$ cat src/rtl/phy_jtag_pkg.sv
// rtl/phy_jtag_pkg.sv - shared types, constants and TMS sequencing helpers for the JTAG master
package phy_jtag_pkg;

    localparam int PHY_JTAG_LEN_W  = 6;
    localparam int PHY_JTAG_STEP_W = 7;

    typedef enum logic [1:0] {
        ST_INIT,
        ST_IDLE,
        ST_SCAN,
        ST_RESP
    } state_t;

    // Preamble TMS bits, bit k is driven during TCK k of the command.
    localparam logic [3:0] TMS_PRE_DR = 4'b0001;
    localparam logic [3:0] TMS_PRE_IR = 4'b0011;
    localparam logic [PHY_JTAG_STEP_W-1:0] PRE_LEN_DR = 7'd3;
    localparam logic [PHY_JTAG_STEP_W-1:0] PRE_LEN_IR = 7'd4;
    localparam logic [PHY_JTAG_STEP_W-1:0] RST_TMS_HIGH = 7'd5;

    function automatic logic [PHY_JTAG_STEP_W-1:0] pre_len(input logic is_ir);
        return is_ir ? PRE_LEN_IR : PRE_LEN_DR;
    endfunction

    function automatic logic [PHY_JTAG_STEP_W-1:0] shift_end(input logic is_ir,
                                                             input logic [PHY_JTAG_LEN_W-1:0] len);
        return pre_len(is_ir) + {1'b0, len};
    endfunction

    function automatic logic tms_at(input logic [PHY_JTAG_STEP_W-1:0] step, input logic is_rst,
                                    input logic is_ir, input logic [PHY_JTAG_LEN_W-1:0] len);
        logic [3:0] pre_bits;
        logic [PHY_JTAG_STEP_W-1:0] sh_end;
        pre_bits = is_ir ? TMS_PRE_IR : TMS_PRE_DR;
        sh_end   = shift_end(is_ir, len);
        if (is_rst)
            return step < RST_TMS_HIGH;
        else if (step < pre_len(is_ir))
            return pre_bits[step[1:0]];
        else if (step < sh_end)
            return step == sh_end - 7'd1;
        else
            return step == sh_end;
    endfunction

    function automatic logic in_shift(input logic [PHY_JTAG_STEP_W-1:0] step, input logic is_rst,
                                      input logic is_ir, input logic [PHY_JTAG_LEN_W-1:0] len);
        return !is_rst && (step >= pre_len(is_ir)) && (step < shift_end(is_ir, len));
    endfunction

    function automatic logic [PHY_JTAG_STEP_W-1:0] last_step(input logic is_rst, input logic is_ir,
                                                             input logic [PHY_JTAG_LEN_W-1:0] len);
        return is_rst ? RST_TMS_HIGH : shift_end(is_ir, len) + 7'd1;
    endfunction

endpackage

$ cat src/rtl/phy_jtag_tck_gen.sv
// rtl/phy_jtag_tck_gen.sv - registered TCK generator with rise/fall strobes marking the toggling clk edge
module phy_jtag_tck_gen #(
    parameter int CLK_DIV = 4
) (
    input  logic clk,
    input  logic rstb,
    input  logic en,
    output logic tck,
    output logic rise_stb,
    output logic fall_stb
);

    localparam logic [7:0] CNT_LAST = 8'(CLK_DIV - 1);

    logic [7:0] cnt;

    // Strobes are high in the cycle whose closing edge toggles tck.
    assign rise_stb = en && !tck && (cnt == CNT_LAST);
    assign fall_stb = en &&  tck && (cnt == CNT_LAST);

    always_ff @(posedge clk or negedge rstb) begin
        if (!rstb) begin
            cnt <= 8'd0;
            tck <= 1'b0;
        end else if (!en) begin
            cnt <= 8'd0;
            tck <= 1'b0;
        end else if (cnt == CNT_LAST) begin
            cnt <= 8'd0;
            tck <= !tck;
        end else begin
            cnt <= cnt + 8'd1;
        end
    end

endmodule

$ cat src/rtl/phy_jtag_master.sv
// rtl/phy_jtag_master.sv - command-driven JTAG master producing IR/DR scans and TAP resets toward the PHY
module phy_jtag_master
    import phy_jtag_pkg::*;
#(
    parameter int CLK_DIV = 4,
    parameter int MAX_LEN = 32
) (
    input  logic                      clk,
    input  logic                      rstb,
    input  logic                      cmd_valid,
    output logic                      cmd_ready,
    input  logic                      cmd_is_ir,
    input  logic [PHY_JTAG_LEN_W-1:0] cmd_len,
    input  logic [MAX_LEN-1:0]        cmd_data,
    output logic                      rsp_valid,
    input  logic                      rsp_ready,
    output logic [MAX_LEN-1:0]        rsp_data,
    output logic                      jtag_intf_i_phy_tck,
    output logic                      jtag_intf_i_phy_tms,
    output logic                      jtag_intf_i_phy_tdi,
    output logic                      jtag_intf_i_phy_trst_n,
    input  logic                      jtag_intf_i_phy_tdo
);

    localparam logic [PHY_JTAG_LEN_W-1:0] LEN_MAX = PHY_JTAG_LEN_W'(MAX_LEN);

    state_t                      state;
    logic [PHY_JTAG_STEP_W-1:0]  step;
    logic                        is_ir_q;
    logic                        is_rst_q;
    logic [PHY_JTAG_LEN_W-1:0]   len_q;
    logic [MAX_LEN-1:0]          data_sr;
    logic [MAX_LEN-1:0]          cap;
    logic                        tck_en;
    logic                        rise_stb;
    logic                        fall_stb;
    logic [PHY_JTAG_LEN_W-1:0]   len_clamped;
    logic [PHY_JTAG_STEP_W-1:0]  rsp_shift;
    logic [PHY_JTAG_STEP_W-1:0]  step_nxt;

    assign tck_en      = (state == ST_INIT) || (state == ST_SCAN);
    assign len_clamped = (cmd_len > LEN_MAX) ? LEN_MAX : cmd_len;
    assign step_nxt    = step + 7'd1;
    // TDO bits enter at the MSB, so the first captured bit ends up at MAX_LEN-len.
    assign rsp_shift   = PHY_JTAG_STEP_W'(MAX_LEN) - {1'b0, len_q};

    phy_jtag_tck_gen #(
        .CLK_DIV (CLK_DIV)
    ) u_tck_gen (
        .clk      (clk),
        .rstb     (rstb),
        .en       (tck_en),
        .tck      (jtag_intf_i_phy_tck),
        .rise_stb (rise_stb),
        .fall_stb (fall_stb)
    );

    always_ff @(posedge clk or negedge rstb) begin
        if (!rstb) begin
            state                  <= ST_INIT;
            step                   <= '0;
            is_ir_q                <= 1'b0;
            is_rst_q               <= 1'b1;
            len_q                  <= '0;
            data_sr                <= '0;
            cap                    <= '0;
            cmd_ready              <= 1'b0;
            rsp_valid              <= 1'b0;
            rsp_data               <= '0;
            jtag_intf_i_phy_tms    <= 1'b1;
            jtag_intf_i_phy_tdi    <= 1'b0;
            jtag_intf_i_phy_trst_n <= 1'b0;
        end else begin
            jtag_intf_i_phy_trst_n <= 1'b1;
            case (state)
                ST_INIT, ST_SCAN: begin
                    if (rise_stb && in_shift(step, is_rst_q, is_ir_q, len_q))
                        cap <= {jtag_intf_i_phy_tdo, cap[MAX_LEN-1:1]};
                    if (fall_stb) begin
                        if (step == last_step(is_rst_q, is_ir_q, len_q)) begin
                            step                <= '0;
                            jtag_intf_i_phy_tms <= 1'b0;
                            jtag_intf_i_phy_tdi <= 1'b0;
                            state               <= (state == ST_INIT) ? ST_IDLE : ST_RESP;
                        end else begin
                            step                <= step_nxt;
                            jtag_intf_i_phy_tms <= tms_at(step_nxt, is_rst_q, is_ir_q, len_q);
                            if (in_shift(step_nxt, is_rst_q, is_ir_q, len_q)) begin
                                jtag_intf_i_phy_tdi <= data_sr[0];
                                data_sr             <= data_sr >> 1;
                            end else begin
                                jtag_intf_i_phy_tdi <= 1'b0;
                            end
                        end
                    end
                end
                ST_IDLE: begin
                    if (cmd_ready && cmd_valid) begin
                        cmd_ready           <= 1'b0;
                        state               <= ST_SCAN;
                        step                <= '0;
                        is_ir_q             <= cmd_is_ir;
                        is_rst_q            <= (cmd_len == '0);
                        len_q               <= len_clamped;
                        data_sr             <= cmd_data;
                        cap                 <= '0;
                        jtag_intf_i_phy_tms <= 1'b1;
                        jtag_intf_i_phy_tdi <= 1'b0;
                    end else begin
                        cmd_ready <= !rsp_valid;
                    end
                end
                ST_RESP: begin
                    if (!rsp_valid) begin
                        rsp_valid <= 1'b1;
                        rsp_data  <= cap >> rsp_shift;
                    end else if (rsp_ready) begin
                        rsp_valid <= 1'b0;
                        state     <= ST_IDLE;
                    end
                end
                default: state <= ST_INIT;
            endcase
        end
    end

endmodule

$ cat config.mk
export PLATFORM = sky130hd
export DESIGN_NAME = phy_jtag_master
export DESIGN_NICKNAME = d
export VERILOG_FILES = /design/src/rtl/phy_jtag_pkg.sv /design/src/rtl/phy_jtag_tck_gen.sv /design/src/rtl/phy_jtag_master.sv
export SDC_FILE = /design/constraint.sdc
export NUM_CORES = 1
export LEC_CHECK = 0
export CORE_UTILIZATION = 55
export CTS_BUF_LIST = sky130_fd_sc_hd__clkbuf_4 sky130_fd_sc_hd__clkbuf_8 sky130_fd_sc_hd__clkbuf_16
export CTS_CLUSTER_DIAMETER = 40
export DETAILED_ROUTE_END_ITERATION = 10
export GPL_TIMING_DRIVEN = 0
export PLACE_DENSITY = 0.77
export SKIP_CTS_REPAIR_TIMING = 1
export SYNTH_ARGS = -nofsm -noshare
export SYNTH_HDL_FRONTEND = slang
export SYNTH_SLANG_ARGS = --single-unit
$ cat constraint.sdc
create_clock -name clk -period 7.5 [get_ports clk]
set_clock_uncertainty 0.2 [all_clocks]
set_input_delay 2.25 -clock clk [delete_from_list [all_inputs] [get_ports clk]]
set_output_delay 2.25 -clock clk [all_outputs]
set_load 0.005 [all_outputs]
==> impl_metrics.env <==
export IMPL_fillers=1370
export IMPL_setup_tns_ns=0
export IMPL_top_layer_used="met4"
export IMPL_min_path_type="flop to flop"
export IMPL_regArea_mm2=0.00318
export IMPL_tightest_slew_ns=0.768
export IMPL_cp_data_arrival_time_ns=4.72
export IMPL_gr_total_overflow=0
export IMPL_vias=8786
export IMPL_end_kind="flop"
export IMPL_path_class="flop to flop"
export IMPL_ys_seq_area_frac=0.341
export IMPL_cts_tree="built"
export IMPL_synthesis_nets=1134
export IMPL_clock_sinks=127
export IMPL_antennaDiodeCount=0
export IMPL_drive_above_1_share=0.0939
export IMPL_ios=82
export IMPL_r2r_cells=15
export IMPL_start_util=0.562
export IMPL_finalSetupViolations=0
export IMPL_power_density_mw_per_mm2=497
export IMPL_worstSkewPairLatency_ns=0.43
export IMPL_htreeDepth=4
export IMPL_layout_nets=1235
export IMPL_synth_area_mm2=0.00933
export IMPL_cts_buffer_depth=2
export IMPL_synth_top_family_by_area="compound AO/OA/AOI/OAI gates"
export IMPL_syn_to_final_growth_pct=18.8
export IMPL_ys_ff_latch=127
export IMPL_rows=47
export IMPL_holdPathEnd="rsp_data[2]"
export IMPL_r2r_start="is_ir_q"
export IMPL_io_buffers=81
export IMPL_cp_data_required_time_ns=7.60
export IMPL_leakagePower_uw=0.00466
export IMPL_grt_start_max_net_pins=100
export IMPL_synth_edf_count=0
export IMPL_tritoncts_num_buffers=17
export IMPL_totalWireLength_um=25100
export IMPL_relSlewSlack=0.484
export IMPL_drc=0
export IMPL_max_freq_ghz=0.217
export IMPL_grt_pass1_wl_um=41700
export IMPL_crit_path_start_kind="flop"
export IMPL_grt_use_total=0.294
export IMPL_power_uw=5500
export IMPL_yosysUniqueCellTypes=77
export IMPL_cp_max_fo=10
export IMPL_synthMuxAreaShare=0.106
export IMPL_regToRegSetupSlack_ns=2.88
export IMPL_finalHoldViolations=0
export IMPL_wl_per_cell_um=18.1
export IMPL_maxCapViolations=0
export IMPL_async_flop_share=1.00
export IMPL_yosysWarnings=0
export IMPL_met2_length_um=11900
export IMPL_synth_xor_area_frac=0.0325
export IMPL_antenna_found_initial=0
export IMPL_rr_endpoint="cap[17]"
export IMPL_die_area_mm2=0.0175
export IMPL_outcome="complete, no violations"
export IMPL_syn_area_per_cell_um2=8.82
export IMPL_via_per_inst=6.32
export IMPL_grt_pass1_vias=8143
export IMPL_min_period_ns=4.62
export IMPL_root_buffer="clkbuf_16"
export IMPL_synthSimpleGateAreaFrac=0.202
export IMPL_m1WireLength_um=10900
export IMPL_antenna_left=0
export IMPL_cts_clk_slew_worst_paths_ns=0.06
export IMPL_syn_inst=1057
export IMPL_rsz0062_at_grt="no"
export IMPL_min_path_cells=2
export IMPL_gp_congestion=0.978
export IMPL_ir_drop_v=0.000318
export IMPL_drv_slew=0
export IMPL_post_route_period_util=0.615
export IMPL_synth_compound_area_frac=0.217
export IMPL_dp_final_hpwl_um=17900
export IMPL_min_from="rsp_data[2]"
export IMPL_synth_adder_area_share=0.0462
export IMPL_die_height_um=132
export IMPL_drt_iter0_drc=741
export IMPL_first_pass_iters=6
export IMPL_met3RoutedLength_um=1800
export IMPL_multi_input_area_mm2=0.00562
export IMPL_die_width_um=132
export IMPL_coreArea_mm2=0.0166
export IMPL_synth_ff_type="dfrtp_1"
-- per-layer routing --
metal  global-route usage  vias to the layer above
li1                     -                     4158
met1                0.400                     4173
met2                0.476                      408
met3               0.0492                       47
met4                0.103                        0
met5                    0                        -
-- critical path, cell delays in order (launching register included) --
cell and delay, ns:
dfrtp_1 0.48, inv_1 0.28, ha_1 0.22, inv_1 0.05
fa_1 0.45, xnor2_1 0.48, inv_1 0.20, ha_1 0.31
o21a_1 0.10, o21ai_0 0.13, nand2b_1 0.10, maj3_1 0.40
a31oi_1 0.25, o21ai_1 0.24, clkbuf_1 0.27, a22o_1 0.30
-- stage by stage --
stage / instances / util / hold WS [ns] / worst slack [ns] / area, um2
6_report: 1391 / 0.668 / 0.280 / 2.88 / 11100
4_1_cts: 1391 / 0.668 / 0.286 / 2.89 / 11100
5_1_grt: 1391 / 0.668 / 0.305 / 2.65 / 11100
2_1_floorplan: 1057 / - / 0.267 / 3.64 / 9330
3_3_place_gp: 1358 / 0.628 / 0.263 / -1.15 / 10400
3_5_place_dp: 1359 / 0.630 / 0.273 / 2.69 / 10400
-- flip-flops by register name (all words and copies together) (netlist names) --
signal and cells:
jtag_intf_i_phy_tms 1, cmd_ready 1, state 2, jtag_intf_i_phy_trst_n 1, u_tck_gen.tck 1, is_rst_q 1, is_ir_q 1, len_q 6
rsp_data 32, u_tck_gen.cnt 8, cap 32, rsp_valid 1, jtag_intf_i_phy_tdi 1, step 7, data_sr 32
-- worst max path at each step --
stage,start,endpoint
6_report,is_ir_q,cap[17]
5_1_grt,is_ir_q,data_sr[28]
4_1_cts,is_ir_q,cap[17]
3_5_place_dp,cmd_valid,data_sr[31]
3_3_place_gp,rstb,jtag_intf_i_phy_trst_n
2_1_floorplan,cmd_valid,data_sr[31]
-- power by group --
group	switching [uW]	total, uW	internal (uW)
Combinational	2240	3540	1300
Clock	328	902	575
Sequential	178	1060	885
-- kinds of logic after synthesis --
| family | Yosys count |
|---|---|
| simple gates | 376 |
| other cells | 1 |
| compound gates | 293 |
| xor+xnor | 29 |
| buf+inv | 114 |
| mux | 83 |
| fa+ha+maj | 34 |
| flops | 127 |
-- area by class of cell --
class,instances,area share
Inverter,25,0.00847
Timing Repair Buffer,82,0.0758
Clock inverter,13,0.0167
Buffer,89,0.0386
Sequential cell,127,0.287
Clock buffer,19,0.0409
Tap cell,220,0.0248
Multi-Input combinational cell,816,0.508
-- Yosys cell counts (all sizes together) (15+ instances only) --
| library cell | count | share of area |
|---|---|---|
| dfrtp | 125 | 0.34 |
| nand2 | 118 | 0.048 |
| o21ai | 83 | 0.045 |
| mux2i | 58 | 0.062 |
| nand3 | 58 | 0.032 |
| clkbuf | 51 | 0.021 |
| nor2 | 51 | 0.022 |
| nor3 | 44 | 0.025 |
| a22o | 43 | 0.040 |
| a31oi | 40 | 0.027 |
| nand4 | 40 | 0.028 |
| buf | 38 | 0.025 |
| o31ai | 36 | 0.029 |
| ha | 32 | 0.043 |
| a21oi | 25 | 0.014 |
| inv | 25 | 0.010 |
| xor2 | 16 | 0.018 |
| nand2b | 15 | 0.010 |
-- cell usage in the layout, fill, tap and decap left out, types with 10 or more instances in the layout --
| cell | Yosys | layout |
|---|---|---|
| clkbuf_16 | 0 | 17 |
| mux2_2 | 14 | 14 |
| and2_1 | 12 | 12 |
| a31oi_1 | 40 | 40 |
| a22o_1 | 43 | 43 |
| a21oi_1 | 24 | 24 |
| clkbuf_1 | 51 | 51 |
| nor2_1 | 50 | 50 |
| clkdlybuf4s50_1 | 0 | 80 |
| nand2_1 | 117 | 117 |
| nand2b_1 | 15 | 15 |
| o31ai_1 | 36 | 36 |
| nand3_1 | 57 | 57 |
| xor2_1 | 14 | 14 |
| nand4_1 | 39 | 39 |
| buf_2 | 18 | 18 |
| dfrtp_1 | 125 | 125 |
| o21ai_0 | 78 | 78 |
| xnor2_1 | 11 | 11 |
| mux4_2 | 11 | 11 |
| nor3_1 | 43 | 43 |
| o221ai_1 | 10 | 10 |
| inv_1 | 25 | 25 |
| ha_1 | 32 | 32 |
| mux2i_1 | 58 | 58 |
No activity file was read; power rests on OpenSTA's default activity.
